--- src/rtl/bus_copy_master_if.sv ---
// Request/response bus between the copy engine (master) and the interconnect.
// Combinational wiring only; no storage, no added latency.
// One outstanding access: master raises req for one cycle and waits for resp.
`ifndef BUS_WIDTH
`define BUS_WIDTH 32
`endif
`ifndef BUS_ACC_WIDTH
`define BUS_ACC_WIDTH 2
`endif
`ifndef BUS_ACC_4B
`define BUS_ACC_4B 2'd2
`endif

interface bus_copy_master_if #(
  parameter int AW = 32
);
  logic [AW-1:0]             bus_addr;
  logic                      bus_w_rb;
  logic [`BUS_ACC_WIDTH-1:0] bus_acc;
  logic [`BUS_WIDTH-1:0]     bus_wdata;
  logic                      bus_req;
  logic [`BUS_WIDTH-1:0]     bus_rdata;
  logic                      bus_resp;
  logic                      bus_fault;

  modport master (
    output bus_addr, bus_w_rb, bus_acc, bus_wdata, bus_req,
    input  bus_rdata, bus_resp, bus_fault
  );

  modport slave (
    input  bus_addr, bus_w_rb, bus_acc, bus_wdata, bus_req,
    output bus_rdata, bus_resp, bus_fault
  );
endinterface

--- src/rtl/bus_copy_master.sv ---
// Block copy engine: reads a word at src, writes it at dst, repeats len times.
// start->first req 1 cycle; 4 cycles per word with a 1-cycle responder.
// Waits on bus_resp per access (optional timeout); start ignored while busy.
`ifndef BUS_WIDTH
`define BUS_WIDTH 32
`endif
`ifndef BUS_ACC_WIDTH
`define BUS_ACC_WIDTH 2
`endif
`ifndef BUS_ACC_4B
`define BUS_ACC_4B 2'd2
`endif

module bus_copy_master #(
  parameter int AW      = 32,
  parameter int LW      = 16,
  parameter int TIMEOUT = 255
) (
  input  logic          clk,
  input  logic          rstn,
  input  logic          start,
  input  logic [AW-1:0] src,
  input  logic [AW-1:0] dst,
  input  logic [LW-1:0] len,
  output logic          busy,
  output logic          done,
  output logic          err,
  output logic [1:0]    err_code,
  output logic [AW-1:0] err_addr,
  bus_copy_master_if.master bus
);

  localparam int TW = (TIMEOUT < 2) ? 1 : $clog2(TIMEOUT + 1);

  typedef enum logic [2:0] {
    IDLE, RD_REQ, RD_WAIT, WR_REQ, WR_WAIT, FIN
  } state_e;

  state_e                 state_q, state_d;
  logic [AW-1:0]          src_q, src_d;
  logic [AW-1:0]          dst_q, dst_d;
  logic [LW-1:0]          cnt_q, cnt_d;
  logic [`BUS_WIDTH-1:0]  data_q, data_d;
  logic [TW-1:0]          tmo_q, tmo_d;
  logic                   busy_q, busy_d;
  logic                   done_q, done_d;
  logic                   err_q, err_d;
  logic [1:0]             err_code_q, err_code_d;
  logic [AW-1:0]          err_addr_q, err_addr_d;
  logic [TW-1:0]          tmo_nxt;
  logic                   tmo_hit;

  // Next-state logic: sequencing, pointer/count updates, timeout and error capture
  always_comb begin
    state_d    = state_q;
    src_d      = src_q;
    dst_d      = dst_q;
    cnt_d      = cnt_q;
    data_d     = data_q;
    tmo_d      = '0;          // cleared outside the wait states, so every wait starts at 0
    err_d      = err_q;
    err_code_d = err_code_q;
    err_addr_d = err_addr_q;
    tmo_nxt    = tmo_q + TW'(1);
    // Expiry once TIMEOUT cycles have been spent waiting; a resp in that same cycle wins
    tmo_hit    = (TIMEOUT != 0) && (tmo_nxt == TW'(TIMEOUT));

    case (state_q)
      IDLE: begin
        if (start) begin
          src_d      = src;
          dst_d      = dst;
          cnt_d      = len;
          err_d      = 1'b0;
          err_code_d = 2'd0;
          err_addr_d = '0;
          state_d    = (len == '0) ? FIN : RD_REQ;
        end
      end
      RD_REQ: begin
        if (bus.bus_fault) begin
          err_d      = 1'b1;
          err_code_d = 2'd1;
          err_addr_d = src_q;
          state_d    = FIN;
        end else begin
          state_d = RD_WAIT;
        end
      end
      RD_WAIT: begin
        if (bus.bus_resp) begin
          data_d  = bus.bus_rdata;
          state_d = WR_REQ;
        end else if (tmo_hit) begin
          err_d      = 1'b1;
          err_code_d = 2'd3;
          err_addr_d = src_q;
          state_d    = FIN;
        end else begin
          tmo_d = tmo_nxt;
        end
      end
      WR_REQ: begin
        if (bus.bus_fault) begin
          err_d      = 1'b1;
          err_code_d = 2'd2;
          err_addr_d = dst_q;
          state_d    = FIN;
        end else begin
          state_d = WR_WAIT;
        end
      end
      WR_WAIT: begin
        if (bus.bus_resp) begin
          src_d   = src_q + AW'(4);
          dst_d   = dst_q + AW'(4);
          cnt_d   = cnt_q - LW'(1);
          state_d = (cnt_q == LW'(1)) ? FIN : RD_REQ;
        end else if (tmo_hit) begin
          err_d      = 1'b1;
          err_code_d = 2'd3;
          err_addr_d = dst_q;
          state_d    = FIN;
        end else begin
          tmo_d = tmo_nxt;
        end
      end
      FIN:     state_d = IDLE;
      default: state_d = IDLE;
    endcase

    busy_d = (state_d != IDLE);
    done_d = (state_d == FIN);
  end

  // State and datapath registers; reset abandons any transfer in flight
  always_ff @(posedge clk or negedge rstn) begin
    if (!rstn) begin
      state_q    <= IDLE;
      src_q      <= '0;
      dst_q      <= '0;
      cnt_q      <= '0;
      data_q     <= '0;
      tmo_q      <= '0;
      busy_q     <= 1'b0;
      done_q     <= 1'b0;
      err_q      <= 1'b0;
      err_code_q <= 2'd0;
      err_addr_q <= '0;
    end else begin
      state_q    <= state_d;
      src_q      <= src_d;
      dst_q      <= dst_d;
      cnt_q      <= cnt_d;
      data_q     <= data_d;
      tmo_q      <= tmo_d;
      busy_q     <= busy_d;
      done_q     <= done_d;
      err_q      <= err_d;
      err_code_q <= err_code_d;
      err_addr_q <= err_addr_d;
    end
  end

  // Bus request side decodes from registered state only, so reset drops req at once
  always_comb begin
    bus.bus_req   = (state_q == RD_REQ) || (state_q == WR_REQ);
    bus.bus_w_rb  = (state_q == WR_REQ) || (state_q == WR_WAIT);
    bus.bus_addr  = bus.bus_w_rb ? dst_q : src_q;
    bus.bus_wdata = data_q;
    bus.bus_acc   = `BUS_ACC_4B;
  end

  assign busy     = busy_q;
  assign done     = done_q;
  assign err      = err_q;
  assign err_code = err_code_q;
  assign err_addr = err_addr_q;

endmodule

--- src/flat_wrapper.sv ---
// flat-port wrapper written by rule: the top's interface ports become plain ports
module bus_copy_master_flat 
#(
  parameter int AW      = 32,
  parameter int LW      = 16,
  parameter int TIMEOUT = 255
)
  (clk, rstn, start, src, dst, len, busy, done, err, err_code, err_addr, bus_bus_addr, bus_bus_w_rb, bus_bus_acc, bus_bus_wdata, bus_bus_req, bus_bus_rdata, bus_bus_resp, bus_bus_fault);
  bus_copy_master_if #(.AW(AW)) bus_i ();
  input  logic clk;
  input  logic rstn;
  input  logic start;
  input  logic [AW-1:0] src;
  input  logic [AW-1:0] dst;
  input  logic [LW-1:0] len;
  output logic busy;
  output logic done;
  output logic err;
  output logic [1:0] err_code;
  output logic [AW-1:0] err_addr;
  output wire logic [$bits(bus_i.bus_addr)-1:0] bus_bus_addr;
  output wire logic [$bits(bus_i.bus_w_rb)-1:0] bus_bus_w_rb;
  output wire logic [$bits(bus_i.bus_acc)-1:0] bus_bus_acc;
  output wire logic [$bits(bus_i.bus_wdata)-1:0] bus_bus_wdata;
  output wire logic [$bits(bus_i.bus_req)-1:0] bus_bus_req;
  input wire logic [$bits(bus_i.bus_rdata)-1:0] bus_bus_rdata;
  input wire logic [$bits(bus_i.bus_resp)-1:0] bus_bus_resp;
  input wire logic [$bits(bus_i.bus_fault)-1:0] bus_bus_fault;
  assign bus_bus_addr = bus_i.bus_addr;
  assign bus_bus_w_rb = bus_i.bus_w_rb;
  assign bus_bus_acc = bus_i.bus_acc;
  assign bus_bus_wdata = bus_i.bus_wdata;
  assign bus_bus_req = bus_i.bus_req;
  assign bus_i.bus_rdata = bus_bus_rdata;
  assign bus_i.bus_resp = bus_bus_resp;
  assign bus_i.bus_fault = bus_bus_fault;
  bus_copy_master #(.AW(AW), .LW(LW), .TIMEOUT(TIMEOUT)) u_core (.clk(clk), .rstn(rstn), .start(start), .src(src), .dst(dst), .len(len), .busy(busy), .done(done), .err(err), .err_code(err_code), .err_addr(err_addr), .bus(bus_i));
endmodule
--- config.mk ---
export PLATFORM = sky130hd
export DESIGN_NAME = bus_copy_master_flat
export DESIGN_NICKNAME = d
export VERILOG_FILES = /design/src/rtl/bus_copy_master_if.sv /design/src/rtl/bus_copy_master.sv /design/src/flat_wrapper.sv
export SDC_FILE = /design/constraint.sdc
export NUM_CORES = 1
export LEC_CHECK = 0
export BUFFER_PORTS_ARGS = -buffer_cell sky130_fd_sc_hd__clkbuf_2
export CAP_MARGIN = 20
export CORE_UTILIZATION = 25
export CTS_CLUSTER_DIAMETER = 120
export DETAILED_ROUTE_END_ITERATION = 8
export PLACE_DENSITY = 0.41
export SKIP_LAST_GASP = 1
export SLEW_MARGIN = 5
export SYNTH_ARGS = -nofsm -noshare
export SYNTH_HDL_FRONTEND = slang
export SYNTH_SLANG_ARGS = --single-unit
--- constraint.sdc ---
create_clock -name clk -period 2.95 [get_ports clk]
set_clock_uncertainty 0.15 [all_clocks]
set_input_delay 0 -clock clk [delete_from_list [all_inputs] [get_ports clk]]
set_output_delay 0 -clock clk [all_outputs]
set_load 0.01 [all_outputs]
Yosys cells after proc, flatten, opt, wreduce, memory -nomap -nowiden
Cells that the tools add are included.
{"block": "totals", "output_inout_bits": 105, "input_bits": 117, "register_bits": 160}
{"block": "classes", "reduce_logical": 16, "mux": 41, "n_eq_ne": 18, "n_addsub": 4}
{"op": "32-bit 2-to-1 mux", "n": 12}
{"op": "32-bit one-hot mux with 5 select lines", "n": 1}
{"op": "32-bit one-hot mux with 2 select lines", "n": 2}
{"op": "32-bit by 3-bit adder with 32-bit output, second input constant", "n": 2}
{"op": "16-bit 2-to-1 mux", "n": 2}
{"op": "16-bit one-hot mux with 2 select lines", "n": 1}
{"op": "8-bit 2-to-1 mux", "n": 3}
{"op": "3-bit 2-to-1 mux", "n": 7}
{"op": "16-bit by 1-bit equality test with 1-bit output, second input constant", "n": 1}
{"op": "16-bit logical NOT", "n": 1}
{"op": "16-bit by 1-bit subtractor with 16-bit output, second input constant", "n": 1}
{"op": "3-bit one-hot mux with 5 select lines", "n": 1}
{"op": "2-bit inequality test, second input constant", "n": 7}
{"op": "2-bit 2-to-1 mux", "n": 5}
{"op": "8-bit by 1-bit adder with 8-bit output, second input constant", "n": 1}
{"op": "8-bit equality test, second input constant", "n": 1}
{"op": "2-bit by 1-bit inequality test with 1-bit output, second input constant", "n": 4}
{"op": "2-bit one-hot mux with 4 select lines", "n": 1}
{"op": "8-bit AND reduction", "n": 1}
{"op": "3-bit by 2-bit equality test with 1-bit output, second input constant", "n": 2}
{"op": "3-bit equality test, second input constant", "n": 2}
{"op": "6-bit AND reduction", "n": 1}
{"op": "3-bit nonzero test", "n": 2}
{"op": "1-bit 2-to-1 mux", "n": 5}
{"op": "other kinds (11)", "n": 13}

Longest topological paths before layout
{"block": "logic_depth", "ltp_word": 6, "depth_mapped": 10}

Worst setup path before layout
OpenSTA, ideal clock, no wires.
{"block": "synth_path", "kind": "reg-to-reg", "start": "register u_core.src_q[2]", "end": "register u_core.src_q[30]", "slack_ns": 0.452, "synth_period_minus_slack_ns": 2.498, "path_stages_with_launch": 9, "setup_time_ns": 0.124, "required_time_ns": 2.676, "arrival_time_ns": 2.224, "path_cell_list": "dfrtp_1 -> ha_1 -> nand3_2 -> or3_1 -> buf_2 -> or4_4 -> or3_1 -> nand3_1 -> nand3_1"}
{"block": "synth_between", "elab_chain_len": 3}
{"item": "from (decl)", "line": "bus_copy_master.sv:40", "rtl": "logic [AW-1:0] src_q, src_d;"}
{"item": "from (signal assigned)", "line": "bus_copy_master.sv:152", "rtl": "src_q <= src_d;"}
{"item": "32-bit by 3-bit adder with 32-bit output", "line": "bus_copy_master.sv:115", "rtl": "src_d = src_q + AW'(4);"}
{"item": "32-bit 2-to-1 mux", "line": "bus_copy_master.sv:114", "rtl": "if (bus.bus_resp) begin"}
{"item": "32-bit one-hot mux with 2 select lines", "line": "bus_copy_master.sv:68", "rtl": "case (state_q)"}
No other way between the ends. The select of a mux whose other input is x is not followed.
A chain may end at the register's enable or synchronous reset.

Worst setup path after layout
{"block": "layout_path", "start": "register u_core.state_q[2]", "end": "register u_core.cnt_q[11]"}
{"block": "layout_between", "elab_chain_len": 3}
{"item": "from (decl)", "line": "bus_copy_master.sv:39", "rtl": "state_e state_q, state_d;"}
{"item": "from (signal assigned)", "line": "bus_copy_master.sv:151", "rtl": "state_q <= state_d;"}
{"item": "3-bit equality test or 3-bit logical NOT (tied branches)", "line": "bus_copy_master.sv:68"}
{"item": "2-bit inequality test (no line) or 2-bit nonzero test (tied branches)"}
{"item": "3-bit AND reduction (no line)"}
{"item": "to (signal assigned)", "line": "bus_copy_master.sv:154", "rtl": "cnt_q <= cnt_d;"}
{"item": "to (decl)", "line": "bus_copy_master.sv:42", "rtl": "logic [LW-1:0] cnt_q, cnt_d;"}
Parallel ways exist; a longest one is shown, timed or not.

==> impl_metrics.ini <==
[worst_hold_path]
min_delay_worst_endpoint = u_core.state_q[1]
worstHoldStart = bus_bus_resp
worstHoldPathType = input pin to flip-flop
holdPathStages = 4

[grt]
gr-total-overflow = 0
grt_antenna_before_repair = 0
grt_use_total_pct = 18.0
grt_pass1_vias = 8252
grt_pass1_wl_um = 49200
grt_max_degree = 90

[critical_path]
timing.critical_path.fanout_max = 33
rr_startpoint = u_core.state_q[2]
critPathMaxStageDelay_ns = 0.66
timing.critical_path.buf_inv = 2
slowest_stage = dfrtp_1
worst_setup_path_start_kind = flip-flop
critical_path.top_delay_family = buffers and inverters
worst_r2r_path_depth = 6
timing.critical_path.arrival_ns = 2.95
timing.critical_path.to_type = flip-flop
setup.worst_path.start = u_core.state_q[2]
cp_cell_sequence = mux2i_1 > nor3_2 > buf_4 > o22ai_1 > a21oi_1 > dlygate4sd3_1
timing.rr.end = u_core.cnt_q[11]
critical_path_class = flip-flop to flip-flop
critPathRequiredTime_ns = 3.18
r2r_setup_slack_ns = 0.22

[detailed_routing]
detailedRoute.firstIterationViolations = 476
ant_nets = 0
drt_wl_total_um = 31000
detail_route.first_pass.iterations = 5
route.layer.met1.wl_um = 15800
post_drt_via_cell_ratio = 4.89
met3WireLength_um = 1340
routedWlPerCell_um = 17.9
routed-wl-met2_um = 13500
route.top_layer_used = met4
drcViolationCount = 0
route.vias.total = 8489

[logic_synthesis]
synth_top_area_share_pct = 46.5
asyncSetResetFlopFracSynth_pct = 100
post_synth.cell_area_avg_um2 = 8.90
syn-instance-count = 968
synth.ff_latch_count = 160
synth.yosys.seq_area_share_pct = 46.5
ys.flop_type = dfrtp_1
synthTopCellsByArea = dfrtp_1 46%, mux2_2 8.2%, o21ai_0 6.0%
synth_fp_nets = 1091
synth.cell_area_um2 = 8610
synth.distinct_cells = 60
synth_top_cell_by_area = dfrtp_1
synth-warning-count = 0
synth_edf_count = 0

[timing]
period_minus_slack_ns = 2.73
min_period_over_period_pct = 92.4
finalHoldViolations = 0
layout_setup_ws_ns = 0.224
timing.max_slew.rel_slack_pct = 61.6
tightest_slew_ns = 0.573
setup_violations = 0
fin_setup_tns_ns = 0
maxClockFrequency_ghz = 0.367
timing_max_transition_violations_final = 0
rsz0062_at_grt = no

[placed_design]
half_perimeter_wire_length_of_the_detailed_placement_result_um = 21900
gpl.final_weighted_congestion = 0.811
place_worst_setup_slack_ns = 0.401
count_of_buffers_from_port_buffering = 219

[floorplanning]
floorplan.rows = 67
design.portCount = 222
design.die.area_um2 = 35200
floorplan.initialDensity_pct = 25.6
die_w_um = 188
chipHeight_um = 188
core_um2 = 33700

[final_layout]
drive_above_1_share_pct = 28.6
antenna_cells_inserted = 0
mostFrequentLayoutCell = clkbuf_2
layout-area-overhead-vs-synth_pct = 40.3
final_net_count = 1398
highest_count_cells_in_the_layout_ignoring_fill_and_taps = 218 x clkbuf_2, 159 x dfrtp_1, 117 x nand2_1, 117 x dlygate4sd3_1, 104 x o21ai_0

[clock_tree]
clk_transition_reported_paths_ns = 0.07
cts_setup_buffers = 0
insertion_delay_ns = 0.44
tritoncts = built
cts_buffers = 17
clk_root_buffer_cell = clkbuf_16
clk_path_buf_depth = 2
htreeDepth = 4
cts_num_sinks = 160

[power_and_ir_drop]
power.leakage_nw = 5.25
irDropWorstVdd_uv = 500
power.density_nw_per_um2 = 1060

[flow_run]
max_cap_viol_count = 0

[run_status]
status = finished clean
[through the flow]
| step | cell area, µm² | util, % | hold WS, ns | power [mW] | instances |
|---|---|---|---|---|---|
| 6_report | 12100 | 35.9 | 0.0120 | 12.8 | 1736 |
| 5_1_grt | 12100 | 35.9 | 0.0572 | 13.8 | 1736 |
| 4_1_cts | 12100 | 35.9 | 0.00121 | 12.9 | 1736 |
| 3_5_place_dp | 10300 | 30.6 | -0.153 | 10.4 | 1586 |
| 3_3_place_gp | 10300 | 30.6 | -0.156 | 10.4 | 1586 |
| 2_1_floorplan | 8610 | - | -0.446 | 7.95 | 968 |
[area by class of cell]
cell class	count	area (µm²)
Clock buffer	18	439
Clock inverter	14	144
Fill cell	3563	21600
Inverter	17	63.8
Multi-Input combinational cell	713	4280
Sequential cell	160	4010
Tap cell	448	561
Timing Repair Buffer	366	2590
[metal layers]
layer / vias up / GRT usage (%)
met5: - / 0
met4: 0 / 4.60
met2: 238 / 27.1
li1: 4136 / -
met1: 4096 / 26.3
met3: 19 / 3.31
[state kept, by name (all words and copies together) (netlist names)]
register and count:
u_core.cnt_q 16, u_core.done 1, u_core.state_q 3, u_core.tmo_q 8, u_core.busy 1, u_core.err_code 2, u_core.src_q 32, u_core.bus.bus_wdata 32
u_core.err_addr 32, u_core.err 1, u_core.dst_q 32
[cell usage after synthesis, types with 3 or more instances]
master / instances
or3_1: 10
buf_2: 5
nand4_1: 11
buf_1: 6
clkbuf_1: 64
nor3_1: 20
o22ai_1: 21
o22a_1: 3
ha_1: 6
a21oi_1: 94
nor2_1: 63
and3_1: 16
nor4_1: 8
o21ai_0: 104
a22oi_1: 43
a31oi_1: 5
o21a_1: 3
a211oi_1: 5
nand3_1: 43
buf_4: 3
nand2b_1: 6
mux2_2: 63
xor2_1: 3
inv_1: 17
o21ai_1: 4
dfrtp_1: 160
xnor2_1: 5
a2bb2oi_1: 9
a32oi_1: 7
or2_2: 4
nand2_1: 119
[report_power, final]
group          internal, mW  total [mW]  leakage [nW]  switching (mW)
combinational          2.58        6.16          3.03            3.57
clock                  1.22        2.28         0.292            1.06
sequential             3.20        4.34          1.93            1.14
[tightest hold or removal path, cell delays in order]
cell and delay (ns):
clkbuf_2 0.23, nand2b_1 0.14, a22oi_1 0.08, nor2_1 0.10
[cells by family (layout without fill, tap and decap cells)]
kind of cell / Yosys count / in the layout / share of synthesized area (%)
mux: 65 / 65 / 8.47
xor+xnor: 8 / 8 / 0.814
buf+inv: 95 / 415 / 4.34
flops: 160 / 160 / 46.5
compound gates: 317 / 317 / 21.9
simple gates: 315 / 315 / 17.0
other cells: 2 / 2 / 0.0872
fa+ha+maj: 6 / 6 / 0.872
[how the worst max path moves through the flow]
stage / to / cells past startpoint / slack [ns]
after global placement: u_core.src_q[30] / 7 / 0.42
after detailed placement: u_core.src_q[30] / 7 / 0.40
final: u_core.cnt_q[11] / 6 / 0.22
after global routing: u_core.cnt_q[11] / 6 / 0.03
after floorplan: u_core.src_q[30] / 8 / 0.45
after CTS: bus_bus_addr[19] / 6 / 0.06
[repair_timing]
action                                 CTS  global route
endpoints found under the hold margin  277             0
resized for setup                        0             3
hold buffers                           118             0
setup endpoints to repair                0            32
Note: power is estimated with default switching activity, not from simulation.
